## config.mk

```make
export PLATFORM = sky130hd
export DESIGN_NAME = reg_bank_arbiter_flat
export DESIGN_NICKNAME = d
export VERILOG_FILES = /design/src/rtl/reg_bank_arbiter_if.sv /design/src/rtl/reg_bank_arbiter.sv /design/src/flat_wrapper.sv
export SDC_FILE = /design/constraint.sdc
export NUM_CORES = 1
export LEC_CHECK = 0
export CORE_MARGIN = 3
export CORE_UTILIZATION = 39
export CTS_BUF_LIST = sky130_fd_sc_hd__clkbuf_2
export DETAILED_ROUTE_END_ITERATION = 8
export PLACE_DENSITY_LB_ADDON = 0.12
export SLEW_MARGIN = 20
export SYNTH_ARGS = -nofsm -noshare
export SYNTH_HDL_FRONTEND = slang
export SYNTH_SLANG_ARGS = --single-unit
```

## constraint.sdc

```tcl
create_clock -name clk -period 2.5 [get_ports clk]
set_input_delay 0.375 -clock clk [delete_from_list [all_inputs] [get_ports clk]]
set_output_delay 0.375 -clock clk [all_outputs]
set_load 0.03 [all_outputs]
```

## src/rtl/reg_bank_arbiter_if.sv

```systemverilog
// Requester-side bundle for reg_bank_arbiter: two request channels in, one shared response channel out.
// Port i occupies bit i of the 2-bit vectors and slice i of the packed buses.
interface reg_bank_arbiter_if #(
    parameter int C_DATA_WIDTH = 32,
    parameter int C_ADDR_WIDTH = 32
);
    logic [1:0]                    m_req_valid;
    logic [1:0]                    m_req_ready;
    logic [1:0]                    m_req_write;
    logic [2*C_ADDR_WIDTH-1:0]     m_req_addr;
    logic [2*C_DATA_WIDTH-1:0]     m_req_wdata;
    logic [2*C_DATA_WIDTH/8-1:0]   m_req_wstrb;
    logic [1:0]                    m_rsp_valid;
    logic [1:0]                    m_rsp_ready;
    logic [C_DATA_WIDTH-1:0]       m_rsp_rdata;
    logic                          m_rsp_err;

    modport master (
        output m_req_valid, m_req_write, m_req_addr, m_req_wdata, m_req_wstrb, m_rsp_ready,
        input  m_req_ready, m_rsp_valid, m_rsp_rdata, m_rsp_err
    );

    modport slave (
        input  m_req_valid, m_req_write, m_req_addr, m_req_wdata, m_req_wstrb, m_rsp_ready,
        output m_req_ready, m_rsp_valid, m_rsp_rdata, m_rsp_err
    );
endinterface

```

## src/rtl/reg_bank_arbiter.sv

```systemverilog
// Round-robin arbiter sharing one register-bank access port between two requesters,
// one transaction in flight, with a bounded wait for read data.
module reg_bank_arbiter #(
    parameter int C_DATA_WIDTH = 32,
    parameter int C_ADDR_WIDTH = 32,
    parameter int RD_TIMEOUT   = 8
) (
    input  logic                      clk,
    input  logic                      resetn,
    reg_bank_arbiter_if.slave         mif,
    output logic                      bank_write_en,
    output logic                      bank_read_en,
    output logic [C_ADDR_WIDTH-1:0]   bank_addr,
    output logic [C_DATA_WIDTH-1:0]   bank_wdata,
    output logic [C_DATA_WIDTH/8-1:0] bank_wstrb,
    input  logic [C_DATA_WIDTH-1:0]   bank_rdata,
    input  logic                      bank_rvalid
);
    localparam int SW    = C_DATA_WIDTH / 8;
    localparam int CNT_W = $clog2(RD_TIMEOUT);
    localparam logic [CNT_W-1:0] CNT_LAST = CNT_W'(RD_TIMEOUT - 1);

    typedef enum logic [1:0] {
        S_IDLE,
        S_ISSUE,
        S_RD_WAIT,
        S_RESP
    } state_t;

    state_t                  state;
    logic                    last_grant;
    logic                    port_q;
    logic                    write_q;
    logic [CNT_W-1:0]        cnt;
    logic [1:0]              rsp_valid;
    logic [C_DATA_WIDTH-1:0] rsp_rdata;
    logic                    rsp_err;
    logic                    gnt;
    logic [1:0]              req_ready;

    // Sole valid port wins; on a tie the port not served last time wins.
    always_comb begin
        gnt       = 1'b0;
        req_ready = '0;
        if (state == S_IDLE) begin
            if (mif.m_req_valid == 2'b11) gnt = ~last_grant;
            else                          gnt = mif.m_req_valid[1];
            req_ready = mif.m_req_valid & (gnt ? 2'b10 : 2'b01);
        end
    end

    assign mif.m_req_ready = req_ready;
    assign mif.m_rsp_valid = rsp_valid;
    assign mif.m_rsp_rdata = rsp_rdata;
    assign mif.m_rsp_err   = rsp_err;

    always_ff @(posedge clk or negedge resetn) begin
        if (!resetn) begin
            state         <= S_IDLE;
            last_grant    <= 1'b1;
            port_q        <= 1'b0;
            write_q       <= 1'b0;
            cnt           <= '0;
            rsp_valid     <= '0;
            rsp_rdata     <= '0;
            rsp_err       <= 1'b0;
            bank_write_en <= 1'b0;
            bank_read_en  <= 1'b0;
            bank_addr     <= '0;
            bank_wdata    <= '0;
            bank_wstrb    <= '0;
        end else begin
            bank_write_en <= 1'b0;
            bank_read_en  <= 1'b0;
            case (state)
                S_IDLE: begin
                    if (|mif.m_req_valid) begin
                        port_q     <= gnt;
                        write_q    <= mif.m_req_write[gnt];
                        last_grant <= gnt;
                        bank_addr  <= gnt ? mif.m_req_addr[C_ADDR_WIDTH +: C_ADDR_WIDTH]
                                          : mif.m_req_addr[0 +: C_ADDR_WIDTH];
                        bank_wdata <= gnt ? mif.m_req_wdata[C_DATA_WIDTH +: C_DATA_WIDTH]
                                          : mif.m_req_wdata[0 +: C_DATA_WIDTH];
                        bank_wstrb <= gnt ? mif.m_req_wstrb[SW +: SW]
                                          : mif.m_req_wstrb[0 +: SW];
                        // Strobe is registered here so it lands exactly in the ISSUE cycle.
                        if (mif.m_req_write[gnt]) bank_write_en <= 1'b1;
                        else                      bank_read_en  <= 1'b1;
                        state <= S_ISSUE;
                    end
                end
                S_ISSUE: begin
                    if (write_q) begin
                        rsp_valid <= port_q ? 2'b10 : 2'b01;
                        rsp_rdata <= '0;
                        rsp_err   <= 1'b0;
                        state     <= S_RESP;
                    end else begin
                        cnt   <= '0;
                        state <= S_RD_WAIT;
                    end
                end
                S_RD_WAIT: begin
                    if (bank_rvalid) begin
                        rsp_valid <= port_q ? 2'b10 : 2'b01;
                        rsp_rdata <= bank_rdata;
                        rsp_err   <= 1'b0;
                        state     <= S_RESP;
                    end else if (cnt == CNT_LAST) begin
                        rsp_valid <= port_q ? 2'b10 : 2'b01;
                        rsp_rdata <= '0;
                        rsp_err   <= 1'b1;
                        state     <= S_RESP;
                    end else begin
                        cnt <= cnt + 1'b1;
                    end
                end
                S_RESP: begin
                    if (mif.m_rsp_ready[port_q]) begin
                        rsp_valid <= '0;
                        state     <= S_IDLE;
                    end
                end
                default: state <= S_IDLE;
            endcase
        end
    end
endmodule

```

## src/flat_wrapper.sv

```systemverilog
// flat-port wrapper written by rule: the top's interface ports become plain ports
module reg_bank_arbiter_flat 
#(
    parameter int C_DATA_WIDTH = 32,
    parameter int C_ADDR_WIDTH = 32,
    parameter int RD_TIMEOUT   = 8
)
  (clk, resetn, bank_write_en, bank_read_en, bank_addr, bank_wdata, bank_wstrb, bank_rdata, bank_rvalid, mif_m_req_valid, mif_m_req_write, mif_m_req_addr, mif_m_req_wdata, mif_m_req_wstrb, mif_m_rsp_ready, mif_m_req_ready, mif_m_rsp_valid, mif_m_rsp_rdata, mif_m_rsp_err);
  reg_bank_arbiter_if #(.C_DATA_WIDTH(C_DATA_WIDTH), .C_ADDR_WIDTH(C_ADDR_WIDTH)) mif_i ();
  input  logic clk;
  input  logic resetn;
  output logic bank_write_en;
  output logic bank_read_en;
  output logic [C_ADDR_WIDTH-1:0] bank_addr;
  output logic [C_DATA_WIDTH-1:0] bank_wdata;
  output logic [C_DATA_WIDTH/8-1:0] bank_wstrb;
  input  logic [C_DATA_WIDTH-1:0] bank_rdata;
  input  logic bank_rvalid;
  input wire logic [$bits(mif_i.m_req_valid)-1:0] mif_m_req_valid;
  input wire logic [$bits(mif_i.m_req_write)-1:0] mif_m_req_write;
  input wire logic [$bits(mif_i.m_req_addr)-1:0] mif_m_req_addr;
  input wire logic [$bits(mif_i.m_req_wdata)-1:0] mif_m_req_wdata;
  input wire logic [$bits(mif_i.m_req_wstrb)-1:0] mif_m_req_wstrb;
  input wire logic [$bits(mif_i.m_rsp_ready)-1:0] mif_m_rsp_ready;
  output wire logic [$bits(mif_i.m_req_ready)-1:0] mif_m_req_ready;
  output wire logic [$bits(mif_i.m_rsp_valid)-1:0] mif_m_rsp_valid;
  output wire logic [$bits(mif_i.m_rsp_rdata)-1:0] mif_m_rsp_rdata;
  output wire logic [$bits(mif_i.m_rsp_err)-1:0] mif_m_rsp_err;
  assign mif_i.m_req_valid = mif_m_req_valid;
  assign mif_i.m_req_write = mif_m_req_write;
  assign mif_i.m_req_addr = mif_m_req_addr;
  assign mif_i.m_req_wdata = mif_m_req_wdata;
  assign mif_i.m_req_wstrb = mif_m_req_wstrb;
  assign mif_i.m_rsp_ready = mif_m_rsp_ready;
  assign mif_m_req_ready = mif_i.m_req_ready;
  assign mif_m_rsp_valid = mif_i.m_rsp_valid;
  assign mif_m_rsp_rdata = mif_i.m_rsp_rdata;
  assign mif_m_rsp_err = mif_i.m_rsp_err;
  reg_bank_arbiter #(.C_DATA_WIDTH(C_DATA_WIDTH), .C_ADDR_WIDTH(C_ADDR_WIDTH), .RD_TIMEOUT(RD_TIMEOUT)) u_core (.clk(clk), .resetn(resetn), .mif(mif_i), .bank_write_en(bank_write_en), .bank_read_en(bank_read_en), .bank_addr(bank_addr), .bank_wdata(bank_wdata), .bank_wstrb(bank_wstrb), .bank_rdata(bank_rdata), .bank_rvalid(bank_rvalid));
endmodule
```

==> results.txt <==
----------------------------------------------------
[Clock tree]
  Clock tree root buffer cell ... sky130_fd_sc_hd__clkbuf_2
  TritonCTS Sinks ... 113
  Clock-pin slew on the worst setup and hold paths ... 180 ps
  Clock buffer count from CTS ... 17
  Post CTS Setup Buffer Count ... 0
  Maximum level of the CTS H-tree ... 4
  Clock tree from TritonCTS ... built
  Clock latency on the worst-skew pair ... 650 ps
  Deepest clock path buffer count ... 2

[Routing]
  Post-route DRC violation count ... 0
  Vias per Instance ... 4.933
  Detailed Route WL ... 16190 um
  DR vias ... 4765
  Antenna violation net count after detailed routing ... 0
  Avg WL per Cell ... 16.76 um
  Iteration-0 DRC Markers ... 278
  Number of iterations in the first detailed-routing pass ... 4

[Worst setup path]
  Critical Path Source ... u_core.last_grant$_DFFE_PN1P_
  Largest fanout on the critical path ... 12
  Startpoint-to-endpoint class of the critical path ... flop to output port
  Master of the slowest instance on the critical path ... sky130_fd_sc_hd__dfstp_2
  Worst setup SP type ... flop
  Reg2reg start ... u_core.state[0]$_DFFE_PN0P_
  R2r worst-path depth ... 7
  Setup crit end ... mif_m_req_ready[0]
  Terminus of the critical flop-to-flop path ... u_core.mif.m_rsp_rdata[27]$_DFFE_PN0P_
  Slowest stage delay, CP ... 590 ps
  CP required ... 2120 ps
  Critical path capture point type ... output port
  Signal arrival time at the worst endpoint ... 1970 ps
  FF-to-FF setup slack ... 390 ps
  Cells along the critical path ... a21bo_2 -> and3_1 -> buf_4

[Placed design]
  Gpl congestion ... 0.8207
  Post-detail-place hpwl ... 12310 um
  Number of port buffers ... 283

[STA]
  Final critical-path required period ... 2344 ps
  Max-slew violation total from the final report ... 0
  Setup skew after layout ... 32.61 ps
  Slew Limit Headroom ... 0.6692
  Maximum operating frequency ... 0.4267 GHz
  Setup repair after global routing missed its margin ... no
  Final setup vio count ... 0
  Transition time of the tightest slew-check pin ... 496.2 ps
  Final Hold Vio Count ... 0
  Total Neg Setup Slack ... 0 ps
  Post-route clock period utilization ... 0.9374

[GRT]
  Number of global-route vias before repair ... 4736
  Initial antenna violation count ... 0
  Overall fraction of global-route tracks in use ... 0.2315
  Global-route wire length before repair ... 25560 um
  Final global-route overflow total ... 0
  Largest net degree at the start of global routing ... 119

[Yosys]
  Count of flip-flops with a built-in enable after synthesis ... 0
  Cell type with the largest total area after synthesis ... sky130_fd_sc_hd__dfrtp_1
  Number of warnings printed during yosys synthesis ... 0
  Cell area after synthesis ... 4915 um^2
  Number of flip-flops and latches in the synthesized netlist ... 113
  Fraction of synthesis flops using an asynchronous set or reset pin ... 1.000
  Instance count of the mapped netlist ... 514
  Proportion of netlist area held by the largest area contributor ... 0.5703
  Average instance area after synthesis ... 9.562 um^2
  Post-Synthesis Net Count ... 698
  Largest cells by area after synthesis ... sky130_fd_sc_hd__dfrtp_1 (57%), sky130_fd_sc_hd__o22ai_1 (8.7%), sky130_fd_sc_hd__o21ai_1 (7.0%)
  Synth Flop Type ... sky130_fd_sc_hd__dfrtp_1
  Register area share after synthesis ... 0.5756
  Number of distinct library cell variants in the gate-level netlist after synthesis ... 32

[Cells and area]
  Most common library cell in the layout ignoring fill and taps ... sky130_fd_sc_hd__clkdlybuf4s50_1
  Count of antenna diodes in the layout ... 0
  Count of nets after finishing ... 969
  Layout overhead on the synthesized area ... 67.21%
  Post-Route Utilization ... 0.6757
  Fraction of layout instances using a drive strength above 1 ... 0.06767
  Commonest non-fill, non-tap cells in the layout ... sky130_fd_sc_hd__clkdlybuf4s50_1 (280), sky130_fd_sc_hd__dfrtp_1 (112), sky130_fd_sc_hd__nand2_1 (71), sky130_fd_sc_hd__o22ai_1 (68), sky130_fd_sc_hd__o21ai_1 (68)
  Final-layout fill cell count ... 1006

[Power and ir drop]
  Worst ir drop on vdd ... 0.7241 mV
  Total power per unit cell area ... 1189 nW/um^2
  Design Power ... 9770 uW
  Standby leakage power ... 0.003446 uW

[Run status]
  Run status ... completed

[Floorplanning]
  Floorplan die height ... 118.3 um
  Area of the die ... 13980 um^2
  Starting density of the core ... 0.4041
  Placeable Area ... 12160 um^2
  Number of core rows ... 40
  X dimension of the die ... 118.3 um
  Ports placed on the boundary ... 284

[Flow run]
  # Max-Cap Violations ... 0

[Hold path]
  Hold/Removal Path Class ... input pin to async pin

----------------------------------------------------
-- logic make-up after synthesis --
family / share of synthesized area
AO/OA/AOI/OAI: 0.2205
adder cells (fa/ha/maj): 0.01782
multiplexers: 0.01273
buffers and inverters: 0.06823
AND/OR/NAND/NOR: 0.1051
flip-flops: 0.5756
-- registers in the layout, indices dropped and copies added (netlist names), 2 cells and up --
register,flops
u_core.cnt,3
u_core.bank_wstrb,4
u_core.state,2
u_core.mif.m_rsp_valid,2
u_core.mif.m_rsp_rdata,32
u_core.bank_wdata,32
u_core.bank_addr,32
-- worst min-delay path by stage --
| stage | from | to | slack [ps] | cells after the start |
|---|---|---|---|---|
| final | resetn | u_core.mif.m_rsp_rdata[7]$_DFFE_PN0P_ | 180 | 2 |
| after global placement | resetn | u_core.mif.m_rsp_rdata[2]$_DFFE_PN0P_ | 340 | 1 |
| after floorplan | resetn | u_core.bank_addr[0]$_DFFE_PN0P_ | 80 | 0 |
| after detailed placement | resetn | u_core.mif.m_rsp_rdata[7]$_DFFE_PN0P_ | 340 | 1 |
| after global routing | resetn | u_core.mif.m_rsp_rdata[2]$_DFFE_PN0P_ | 110 | 2 |
| after CTS | resetn | u_core.mif.m_rsp_rdata[7]$_DFFE_PN0P_ | 130 | 2 |
-- power breakdown --
| group | internal, uW | switching (uW) |
|---|---|---|
| combinational | 2140 | 3160 |
| clock | 759 | 684 |
| sequential | 2580 | 445 |
| total | 5480 | 4290 |
-- cell usage after synthesis (all sizes together), types with 2 or more instances --
cell    number
buf         27
clkbuf      15
a21oi        4
ha           7
nor2b        3
nor2         8
a31oi        2
mux2         2
a21o         2
mux2i        4
nand2       71
a22o         4
o22ai       68
dfrtp      112
nand3       32
inv         38
o21ai      104
-- stage by stage --
step	worst slack (ps)	instances	hold slack [ps]	cell area (um^2)
after floorplan	638.8	514	79.41	4915
after global placement	388.5	933	341.0	7906
after detailed placement	352.4	933	344.4	7906
after CTS	64.37	966	131.8	8218
after global routing	1.672	966	115.0	8218
final	156.4	966	176.7	8218
-- routing by layer --
layer | vias to the layer above | track usage | share of wire | routed length [um]
met2 | 196 | 0.3948 | 0.51 | 8233
met3 | 16 | 0.08038 | 0.090 | 1458
li1 | 2351 | - | - | -
met1 | 2202 | 0.2758 | 0.39 | 6245
met4 | 0 | 0.07033 | 0.016 | 254
met5 | - | 0 | 0 | 0
-- final cells by class --
class,count,area (um^2),area share
tap,168,210.2,0.02558
multi-input combinational,321,1787,0.2174
timing repair buffer,294,2960,0.3602
sequential,113,2829,0.3442
inverter,38,142.6,0.01736
clock buffer,20,100.1,0.01218
clock inverter,12,188.9,0.02299
-- what timing repair did --
| item | 4_1_cts | 5_1_grt |
|---|---|---|
| hold endpoints to repair | 31 | 0 |
| resized for setup | 2 | 1 |
| endpoints found under the setup margin | 1 | 1 |
| hold buffers | 1 | 0 |
-- worst max-delay path, delay by kind of cell, from the launching register on --
| family | cells | cell delay [ps] |
|---|---|---|
| buffers and inverters | 1 | 150 |
| AOI/OAI and AO/OA | 1 | 380 |
| DFF | 1 | 590 |
| and+or+nand+nor | 1 | 210 |
No activity file was read; power rests on OpenSTA's default activity.
